<file path="config.mk">
export PLATFORM = sky130hd
export DESIGN_NAME = systolic_array_stream
export DESIGN_NICKNAME = d
export VERILOG_FILES = /design/src/rtl/sa_pkg.sv /design/src/rtl/sa_pe.sv /design/src/rtl/systolic_array_stream.sv
export SDC_FILE = /design/constraint.sdc
export NUM_CORES = 2
export LEC_CHECK = 0
export CAP_MARGIN = 5
export CORE_MARGIN = 2
export CORE_UTILIZATION = 40
export DETAILED_ROUTE_END_ITERATION = 8
export GPL_TIMING_DRIVEN = 0
export HOLD_SLACK_MARGIN = 0.12
export PLACE_DENSITY = 0.73
export SLEW_MARGIN = 20
export SYNTH_ARGS = -nofsm -noshare
export SYNTH_HDL_FRONTEND = slang
export SYNTH_SLANG_ARGS = --single-unit
export TNS_END_PERCENT = 30
</file>
<file path="constraint.sdc">
create_clock -name clk -period 5.4 [get_ports clk]
set_input_delay 1.08 -clock clk [delete_from_list [all_inputs] [get_ports clk]]
set_output_delay 1.08 -clock clk [all_outputs]
set_load 0.02 [all_outputs]
</file>
<file path="src/rtl/sa_pkg.sv">
// -----------------------------------------------------------------------------
// sa_pkg
// Shared types and helpers for the streaming systolic MAC array.
//   sa_state_t : job sequencer states (IDLE, LOAD, DRAIN, DONE)
//   sa_acc_w   : accumulator width that holds K_MAX full-width products
// -----------------------------------------------------------------------------
package sa_pkg;

    typedef enum logic [1:0] {
        IDLE  = 2'd0,
        LOAD  = 2'd1,
        DRAIN = 2'd2,
        DONE  = 2'd3
    } sa_state_t;

    function automatic int sa_acc_w(input int wl, input int k_max);
        return 2 * wl + $clog2(k_max);
    endfunction

endpackage

</file>
<file path="src/rtl/sa_pe.sv">
// -----------------------------------------------------------------------------
// sa_pe
// One output-stationary MAC cell of the systolic grid.
// Optional build macro: SA_APPROX_MUL_EN (truncate APPROX_LSB product LSBs).
// Ports:
//   clk    in   clock, rising edge
//   rst    in   synchronous active-low reset
//   clear  in   zero the accumulator (start of a new job)
//   a_in   in   A operand arriving from the left
//   b_in   in   B operand arriving from above
//   a_out  out  a_in registered, forwarded to the right neighbour
//   b_out  out  b_in registered, forwarded to the neighbour below
//   acc    out  running sum of products
// -----------------------------------------------------------------------------
module sa_pe #(
    parameter int WL         = 8,
    parameter int ACC_W      = 22,
    parameter int APPROX_LSB = 4
) (
    input  logic             clk,
    input  logic             rst,
    input  logic             clear,
    input  logic [WL-1:0]    a_in,
    input  logic [WL-1:0]    b_in,
    output logic [WL-1:0]    a_out,
    output logic [WL-1:0]    b_out,
    output logic [ACC_W-1:0] acc
);

    logic [2*WL-1:0] prod;

    if (APPROX_LSB < 0 || APPROX_LSB > 2 * WL) begin : g_lsb_check
        $error("sa_pe: APPROX_LSB must lie in 0..2*WL");
    end

`ifdef SA_APPROX_MUL_EN
    // Truncated multiplier: the low APPROX_LSB product bits are dropped.
    function automatic logic [2*WL-1:0] trunc_lsb(input logic [2*WL-1:0] p);
        return p & ({(2*WL){1'b1}} << APPROX_LSB);
    endfunction

    assign prod = trunc_lsb((2*WL)'(a_in) * (2*WL)'(b_in));
`else
    assign prod = (2*WL)'(a_in) * (2*WL)'(b_in);
`endif

    // Stage boundary: operand forwarding and accumulation
    always_ff @(posedge clk) begin
        if (!rst) begin
            a_out <= '0;
            b_out <= '0;
            acc   <= '0;
        end else begin
            a_out <= a_in;
            b_out <= b_in;
            if (clear) acc <= '0;
            else       acc <= acc + ACC_W'(prod);
        end
    end

endmodule

</file>
<file path="src/rtl/systolic_array_stream.sv">
// -----------------------------------------------------------------------------
// systolic_array_stream
// Output-stationary ROWS x COLS systolic array computing C = A * B for a
// runtime inner dimension K (1..K_MAX), fed one k-slice per handshake beat.
// Optional build macro: SA_APPROX_MUL_EN (truncated products in every PE).
// Ports:
//   clk       in   clock, rising edge
//   rst       in   synchronous active-low reset
//   start     in   begin a job (honoured in IDLE or DONE)
//   k_len     in   inner dimension, sampled on the accepted start
//   a_col     in   A[i][k] at [i*WL +: WL]
//   b_row     in   B[k][j] at [j*WL +: WL]
//   in_valid  in   a_col/b_row carry slice k
//   in_ready  out  high only while loading
//   busy      out  high in LOAD or DRAIN
//   done      out  one-cycle pulse when res is final
//   res       out  C[i][j] at [(i*COLS+j)*ACC_W +: ACC_W]
//   cycle     out  clock cycles elapsed in the current job
// -----------------------------------------------------------------------------
module systolic_array_stream
    import sa_pkg::*;
#(
    parameter int ROWS       = 3,
    parameter int COLS       = 3,
    parameter int WL         = 8,
    parameter int K_MAX      = 64,
    parameter int KW         = $clog2(K_MAX + 1),
    parameter int ACC_W      = sa_acc_w(WL, K_MAX),
    parameter int APPROX_LSB = 4
) (
    input  logic                        clk,
    input  logic                        rst,
    input  logic                        start,
    input  logic [KW-1:0]               k_len,
    input  logic [ROWS*WL-1:0]          a_col,
    input  logic [COLS*WL-1:0]          b_row,
    input  logic                        in_valid,
    output logic                        in_ready,
    output logic                        busy,
    output logic                        done,
    output logic [ROWS*COLS*ACC_W-1:0]  res,
    output logic [31:0]                 cycle
);

    // DRAIN lasts ROWS+COLS cycles so that done lands exactly ROWS+COLS
    // edges after the last beat, once the far corner PE has accumulated.
    localparam int DRAIN_LAST = ROWS + COLS - 1;
    localparam int DW         = $clog2(ROWS + COLS + 1);

    sa_state_t       state, state_next;
    logic [KW-1:0]   k_eff;
    logic [KW-1:0]   k_clamped;
    logic [KW-1:0]   beat_cnt;
    logic [DW-1:0]   drain_cnt;
    logic            start_ok;
    logic            beat_ok;
    logic            last_beat;
    logic            drain_end;
    logic            enter_done;

    logic [ROWS*WL-1:0] a_inj;
    logic [COLS*WL-1:0] b_inj;

    logic [WL-1:0] a_h [ROWS][COLS+1];
    logic [WL-1:0] b_v [ROWS+1][COLS];

    assign in_ready = (state == LOAD);
    assign busy     = (state == LOAD) || (state == DRAIN);

    // Cycles without an accepted beat inject zeros, which add nothing.
    assign a_inj = beat_ok ? a_col : '0;
    assign b_inj = beat_ok ? b_row : '0;

    always_comb begin
        state_next = state;
        k_clamped  = (k_len > KW'(K_MAX)) ? KW'(K_MAX) : k_len;
        start_ok   = start && ((state == IDLE) || (state == DONE));
        beat_ok    = in_valid && (state == LOAD);
        last_beat  = beat_ok && (beat_cnt == k_eff - KW'(1));
        drain_end  = (state == DRAIN) && (drain_cnt == DW'(DRAIN_LAST));
        enter_done = drain_end || (start_ok && (k_clamped == '0));
        case (state)
            IDLE, DONE: begin
                if (start_ok) state_next = (k_clamped == '0) ? DONE : LOAD;
            end
            LOAD: begin
                if (last_beat) state_next = DRAIN;
            end
            DRAIN: begin
                if (drain_end) state_next = DONE;
            end
            default: state_next = IDLE;
        endcase
    end

    always_ff @(posedge clk) begin
        if (!rst) begin
            state     <= IDLE;
            k_eff     <= '0;
            beat_cnt  <= '0;
            drain_cnt <= '0;
            cycle     <= '0;
            done      <= 1'b0;
        end else begin
            state <= state_next;
            done  <= enter_done;
            if (start_ok) begin
                k_eff    <= k_clamped;
                beat_cnt <= '0;
                cycle    <= '0;
            end else begin
                if (busy)    cycle    <= cycle + 32'd1;
                if (beat_ok) beat_cnt <= beat_cnt + KW'(1);
            end
            if (state == DRAIN) drain_cnt <= drain_cnt + DW'(1);
            else                drain_cnt <= '0;
        end
    end

    // Stage boundary: input skew, row i of A delayed i cycles
    for (genvar i = 0; i < ROWS; i++) begin : g_a_skew
        if (i == 0) begin : g_direct
            assign a_h[0][0] = a_inj[0 +: WL];
        end else begin : g_dly
            logic [WL-1:0] dly [i];
            always_ff @(posedge clk) begin
                if (!rst) begin
                    for (int s = 0; s < i; s++) dly[s] <= '0;
                end else begin
                    dly[0] <= a_inj[i*WL +: WL];
                    for (int s = 1; s < i; s++) dly[s] <= dly[s-1];
                end
            end
            assign a_h[i][0] = dly[i-1];
        end
    end

    // Stage boundary: input skew, column j of B delayed j cycles
    for (genvar j = 0; j < COLS; j++) begin : g_b_skew
        if (j == 0) begin : g_direct
            assign b_v[0][0] = b_inj[0 +: WL];
        end else begin : g_dly
            logic [WL-1:0] dly [j];
            always_ff @(posedge clk) begin
                if (!rst) begin
                    for (int s = 0; s < j; s++) dly[s] <= '0;
                end else begin
                    dly[0] <= b_inj[j*WL +: WL];
                    for (int s = 1; s < j; s++) dly[s] <= dly[s-1];
                end
            end
            assign b_v[0][j] = dly[j-1];
        end
    end

    // Stage boundary: PE grid, one register hop per neighbour
    for (genvar i = 0; i < ROWS; i++) begin : g_row
        for (genvar j = 0; j < COLS; j++) begin : g_col
            sa_pe #(
                .WL         (WL),
                .ACC_W      (ACC_W),
                .APPROX_LSB (APPROX_LSB)
            ) u_pe (
                .clk   (clk),
                .rst   (rst),
                .clear (start_ok),
                .a_in  (a_h[i][j]),
                .b_in  (b_v[i][j]),
                .a_out (a_h[i][j+1]),
                .b_out (b_v[i+1][j]),
                .acc   (res[(i*COLS+j)*ACC_W +: ACC_W])
            );
        end
    end

endmodule

</file>
# Yosys cells after proc, flatten, opt, wreduce, memory -nomap -nowiden
# Memories as Yosys holds them, arrays and structs flattened.
# Index checks and enable logic that the tools add are counted.
# totals
mem_bits_rw	48
ff_bits	346
inputBits	59
elab_cells	101
mem_count	4
output_inout_bits	233
# op_classes
n_eq_ne	8
bitwise_logic	5
muxes	18
mul	9
reduce_logical	16
magnitude_cmp	1
add_sub_neg	13
# mem_list
memory	words	word_bits	rd	rd_ports_with_merged_regs	wr	line	rtl
g_a_skew[2].g_dly.dly	2	8	2	0	2	systolic_array_stream.sv:125	logic [WL-1:0] dly [i];
g_b_skew[2].g_dly.dly	2	8	2	0	2	systolic_array_stream.sv:143	logic [WL-1:0] dly [j];
g_a_skew[1].g_dly.dly	1	8	1	0	1	systolic_array_stream.sv:125	
g_b_skew[1].g_dly.dly	1	8	1	0	1	systolic_array_stream.sv:143	
# op_table
operator	count
$add 22x16->22	9
$mul 8x8->16	9
$mux 24	2
$mux 8	6
$add 32x1->32 const B	1
$reduce_or 8->1	2
$mux 2	4
$add 7x1->7 const B	1
$eq 7x7->1	1
$gt 7x7->1 const B	1
$logic_not 7->1	1
$mux 7	1
$sub 7x1->7 const B	1
$pmux 2 s3	1
$logic_and 1x1->1	5
$eq 2x2->1 const B	2
$mux 1	4
$ne 2x1->1 const B	2
$or 1x1->1	4
$reduce_or 2->1	2
$add 3x1->3 const B	1
$eq 3x3->1 const B	1
$logic_or 1x1->1	3
$reduce_and 3->1	1
5 further kinds	5

# Logic depth before layout (Yosys ltp)
# logic_depth
depth_word	6
mapped_depth	22
ltp_nobuf	20

# Modules after synthesis
# A second synthesis with hierarchy kept.
# unflattened
hier_cells	4456
area_unflattened_um2	39242.6
# modules_own_cells
module	cells_each	instances	seq_area_each_um2	area_each_um2
sa_pe at g_row[0].g_col[1].u_pe ...	460	3	760.7	3995.1
sa_pe at g_row[2].g_col[1].u_pe	450	1	760.7	3965.1
systolic_array_stream	415	1	2001.9	3952.5
sa_pe at g_row[2].g_col[0].u_pe	448	1	760.7	3920.0
sa_pe at g_row[1].g_col[1].u_pe	447	1	760.7	3896.2
sa_pe at g_row[2].g_col[2].u_pe	441	1	760.7	3862.5
sa_pe at g_row[0].g_col[0].u_pe	441	1	760.7	3834.9
sa_pe at g_row[1].g_col[2].u_pe	434	1	760.7	3826.2

# Worst setup path after synthesis
# OpenSTA, ideal clock, no wires.
# synth_path
path_type	input-to-reg
startpoint	input port in_valid
endpoint	register g_row[0].g_col[0].u_pe.acc[13]
n_path_buf	3
setup_slack_ns	-0.154
path_stages	19
arrival_ns	5.492
t_required_ns	5.338
setup_ns	0.062
path_cell_list	and2_1 > clkbuf_1 > clkbuf_1 > buf_1 > nand3_1 > fa_1 > inv_1 > fa_1 > fa_1 > inv_1 > fa_1 > inv_1 > ha_1 > o211a_1 > o31ai_1 > a21oi_1 > o21ai_1 > or4b_1 > nand3_1
# synth_between
elab_chain_len	4
word_cells_on_any_way	5
cone_classes	1 x add/sub; 1 x mul; 2 x mux; 1 x reduce/logical
# synth_rtl
element	line	rtl
start: declaration	systolic_array_stream.sv:37	input logic in_valid,
$logic_and 1x1->1 *	systolic_array_stream.sv:78	beat_ok = in_valid && (state == LOAD);
$mux 24 (on tied branches)	systolic_array_stream.sv:71, systolic_array_stream.sv:72	
$mul 8x8->16 *	sa_pe.sv:44	assign prod = (2*WL)'(a_in) * (2*WL)'(b_in);
$add 22x16->22 *	sa_pe.sv:57	else acc <= acc + ACC_W'(prod);
end signal: assignment	sa_pe.sv:57	
end: declaration	sa_pe.sv:27	output logic [ACC_W-1:0] acc
# Mark *: on every way between the ends. The rest lies on a longest branch, timed or not.
# A chain may end at the register's enable or synchronous reset.

# Final worst setup path
# Same ends and word-level chain as after synthesis.

==> results.yml <==
drt:
  routed_wl_mm: 103
  firstDrtPassIters: 5
  num_vias: 28500
  wire_per_inst_um: 18.3
  vias_per_cell: 5.09
  ant_nets: 0
  drtIter0Drc: 1666
  drc: 0
power:
  seqPwrFrac: 0.356
  pwr_density_cell_nw_per_um2: 210
  pwr-share-clk: 0.431
  power_leakage_nw: 20.8
  peakVddDrop_mv: 0.316
  p_comb_frac: 0.213
  switchingPower_mw: 2.93
  p_int_mw: 5.99
  switching_share: 0.328
global_route:
  grt_use_met2: 0.369
  grtUsageMet1: 0.294
  grt_pass1_vias: 28800
  grt_pass1_wl_mm: 161
  top_usage_layer: "met2"
  track_usage: 0.224
  use_met3: 0.0396
  grt_max_degree: 20
  antenna_found_initial: 5
  grt-ovfl-total: 0
cells_and_area:
  area_growth_pct: 17.8
  design_area_um2: 42500
  fin_nets: 5266
  drive_gt1_frac: 0.0323
yosys:
  ys_types: 71
  synth_nets: 4921
  ys.flop_type: "dfxtp_1"
  seq_area_frac_synth: 0.219
  synth_area_leader_cell: "fa_1"
  syn_area_per_cell_um2: 8.93
  synth-async-reset-ratio: 0
  ys_warn_count: 0
  synth.ff_latch_count: 394
  synthTopCellsByArea: "fa_1, dfxtp_1, ha_1, inv_1, and2_1"
  mappedNetlistArea_um2: 36000
  synth_top_area_frac: 0.250
  synth_edf_count: 0
  netlist_instances: 4036
floorplan:
  die_w_um: 304
  die_height_um: 304
  ios: 292
  initial_core_util: 0.402
  dieArea_um2: 92500
  core_area_um2: 89600
  rows: 110
place:
  portBuffers: 290
  gp_congestion: 0.947
  hpwl_mm: 82.7
  placed_area_um2: 40500
  place_ws_ns: -1.37
clocking:
  clkTransAtPathRegs_ns: 0.06
  cts.sinks: 394
  ctsHoldBuffers: 0
  cts_tree: "built"
  numCtsBuffers: 51
  cts_htree_levels: 2
  clockBufferDepth: 3
  clockRootBuffer: "clkbuf_16"
  insertion_delay_ns: 0.62
timing:
  period_share: 0.992
  finalHoldViolCount: 0
  max_freq_mhz: 187
  setup_viol: 0
  fin_skew_ns: 0.0352
  rsz0062_at_grt: "yes"
  hold_ws_ns: 0.432
  worst_slew_pin_slew_ns: 1.18
  worst_slack_ns: 0.0416
  drv_slew: 0
  period_needed_ns: 5.36
  max_slew_margin: 0.213
job:
  drv_cap: 0
critical_path:
  r2r_start: "state[1]$_SDFFE_PN0P_"
  cp.required_ns: 5.96
  crit_path_max_fanout: 10
  crit_path_max_incr_delay_ns: 0.58
  crit_start: "in_valid"
  critPathTopFamily: "adder cells"
  crit_path_frequent_cell: "fa_1"
  crit_path_start_kind: "input pin"
  cp-end-kind: "flip-flop"
  crit_type: "in -> reg"
  cp_data_arrival_time_ns: 5.92
  critPathBufInv: 5
  cp_slowest_cell: "fa_1"
  cp_cell_sequence: "clkdlybuf4s50_1 -> and2_4 -> clkbuf_8 -> buf_4 -> and3_1 -> fa_1 -> fa_1 -> fa_1 -> inv_1 -> fa_1 -> inv_1 -> ha_4 -> o211a_1 -> o31ai_2 -> a21oi_2 -> o21ai_2 -> or4b_1 -> nand3_2"
worst_hold_path:
  min_from: "g_a_skew[2].g_dly.dly[0][6]$_SDFF_PN0_"
  hp-class: "reg -> reg"
run_status:
  status: "completed"
[cell type report]
| cell class | instances | area [µm²] |
|---|---|---|
| repair buffers | 294 | 2950 |
| inverters | 798 | 3000 |
| diodes | 1 | 2.50 |
| clock inverters | 32 | 499 |
| well taps | 1176 | 1470 |
| fillers | 8434 | 47100 |
| multi-input cells | 2745 | 24800 |
| flip-flops and latches | 394 | 7890 |
| plain buffers | 97 | 432 |
| clock buffers | 63 | 1390 |
[kinds of logic (layout without fill, tap and decap cells)]
family,after synthesis,after routing,synth area share
compound gates,425,425,0.0760
xor+xnor,102,102,0.0248
fa+ha+maj,826,826,0.381
buf+inv,897,1284,0.0938
flops,394,394,0.219
mux,35,35,0.00979
other cells,0,1,0
simple gates,1357,1357,0.196
[cell usage after synthesis, types with 26 or more instances]
cell type,number
nand2b_1,48
o21ai_1,45
o21ai_0,56
nand4_1,28
clkbuf_1,82
a21o_1,46
nand3_1,61
mux2i_1,33
and2_1,385
nand2_1,381
fa_1,450
xor2_1,59
and3_1,141
nor3_1,50
xnor2_1,43
inv_1,797
nor2b_1,26
ha_1,376
nor2_1,165
o21a_1,27
a21oi_1,109
dfxtp_1,394
[flip-flops by register name, indices dropped and copies added, names as in the netlist]
signal,flops
done,1
state,2
k_eff,7
g_row.g_col.u_pe.a_out,48
drain_cnt,3
g_row.g_col.u_pe.acc,198
beat_cnt,7
g_a_skew.g_dly.dly,24
cycle,32
g_row.g_col.u_pe.b_out,48
g_b_skew.g_dly.dly,24
[per-layer routing]
metal | vias to the layer above | share of wire
met4 | 2 | 0.039
met3 | 160 | 0.067
li1 | 13400 | -
met2 | 871 | 0.47
met5 | - | 0.000078
met1 | 14000 | 0.43
[worst paths after layout]
| check | end | slack [ns] | cells after the start |
|---|---|---|---|
| setup reg to reg | g_row[0].g_col[0].u_pe.acc[13]$_SDFF_PP0_ | 0.22 | 19 |
| hold reg to reg | g_a_skew[2].g_dly.dly[0][14]$_SDFF_PN0_ | 0.43 | 1 |
| hold / removal | g_a_skew[2].g_dly.dly[0][14]$_SDFF_PN0_ | 0.43 | 1 |
| setup / recovery | g_row[0].g_col[0].u_pe.acc[13]$_SDFF_PP0_ | 0.04 | 18 |
[placed cells by master (no fill, tap or decap), drive strengths merged, types with 10 or more instances in the layout]
cell | netlist | layout
a211oi | 24 | 24
a21o | 46 | 46
a21oi | 109 | 109
a31oi | 14 | 14
and2 | 385 | 385
and3 | 141 | 141
buf | 17 | 24
bufinv | 0 | 11
clkbuf | 82 | 140
clkdlybuf4s50 | 0 | 290
clkinv | 0 | 14
dfxtp | 394 | 394
fa | 450 | 450
ha | 376 | 376
inv | 798 | 800
mux2i | 33 | 33
nand2 | 381 | 381
nand2b | 48 | 48
nand3 | 61 | 61
nand4 | 29 | 29
nor2 | 165 | 165
nor2b | 26 | 26
nor3 | 52 | 52
nor3b | 15 | 15
o211ai | 21 | 21
o21a | 27 | 27
o21ai | 101 | 101
o21bai | 10 | 10
or3 | 19 | 19
xnor2 | 43 | 43
xor2 | 59 | 59
[what timing repair did]
item	4_1_cts	5_1_grt
pin swaps	2	6
setup endpoints to repair	14	9
setup buffers	0	3
gates cloned	0	0
resized for setup	14	24
[power groups by stage]
stage / clock (mW) / sequential [mW] / combinational, mW
CTS: 3.92 / 3.17 / 1.87
finish: 3.84 / 3.18 / 1.90
floorplan: 0 / 3.23 / 0.931
global route: 4.02 / 3.19 / 2.06
global placement: 0 / 3.24 / 1.78
detailed placement: 0 / 3.24 / 1.83
[worst reg2reg max path: cells and delay by family (launching register included)]
kind,cells,cell delay (ns)
flops,1,0.36
buf+inv,5,0.51
compound gates,4,0.58
simple gates,4,1.05
fa+ha+maj,6,2.63
[per-stage QoR]
step           std cells  power [mW]   util  TNS (ns)
2_1_floorplan       4036        4.16      -         0
3_3_place_gp        5502        5.01  0.451    -14.98
3_5_place_dp        5503        5.07  0.452    -15.15
4_1_cts             5596        8.97  0.473         0
5_1_grt             5599        9.27  0.474   -0.0440
6_report            5600        8.92  0.474         0
Power figures use the tool's default switching activity.
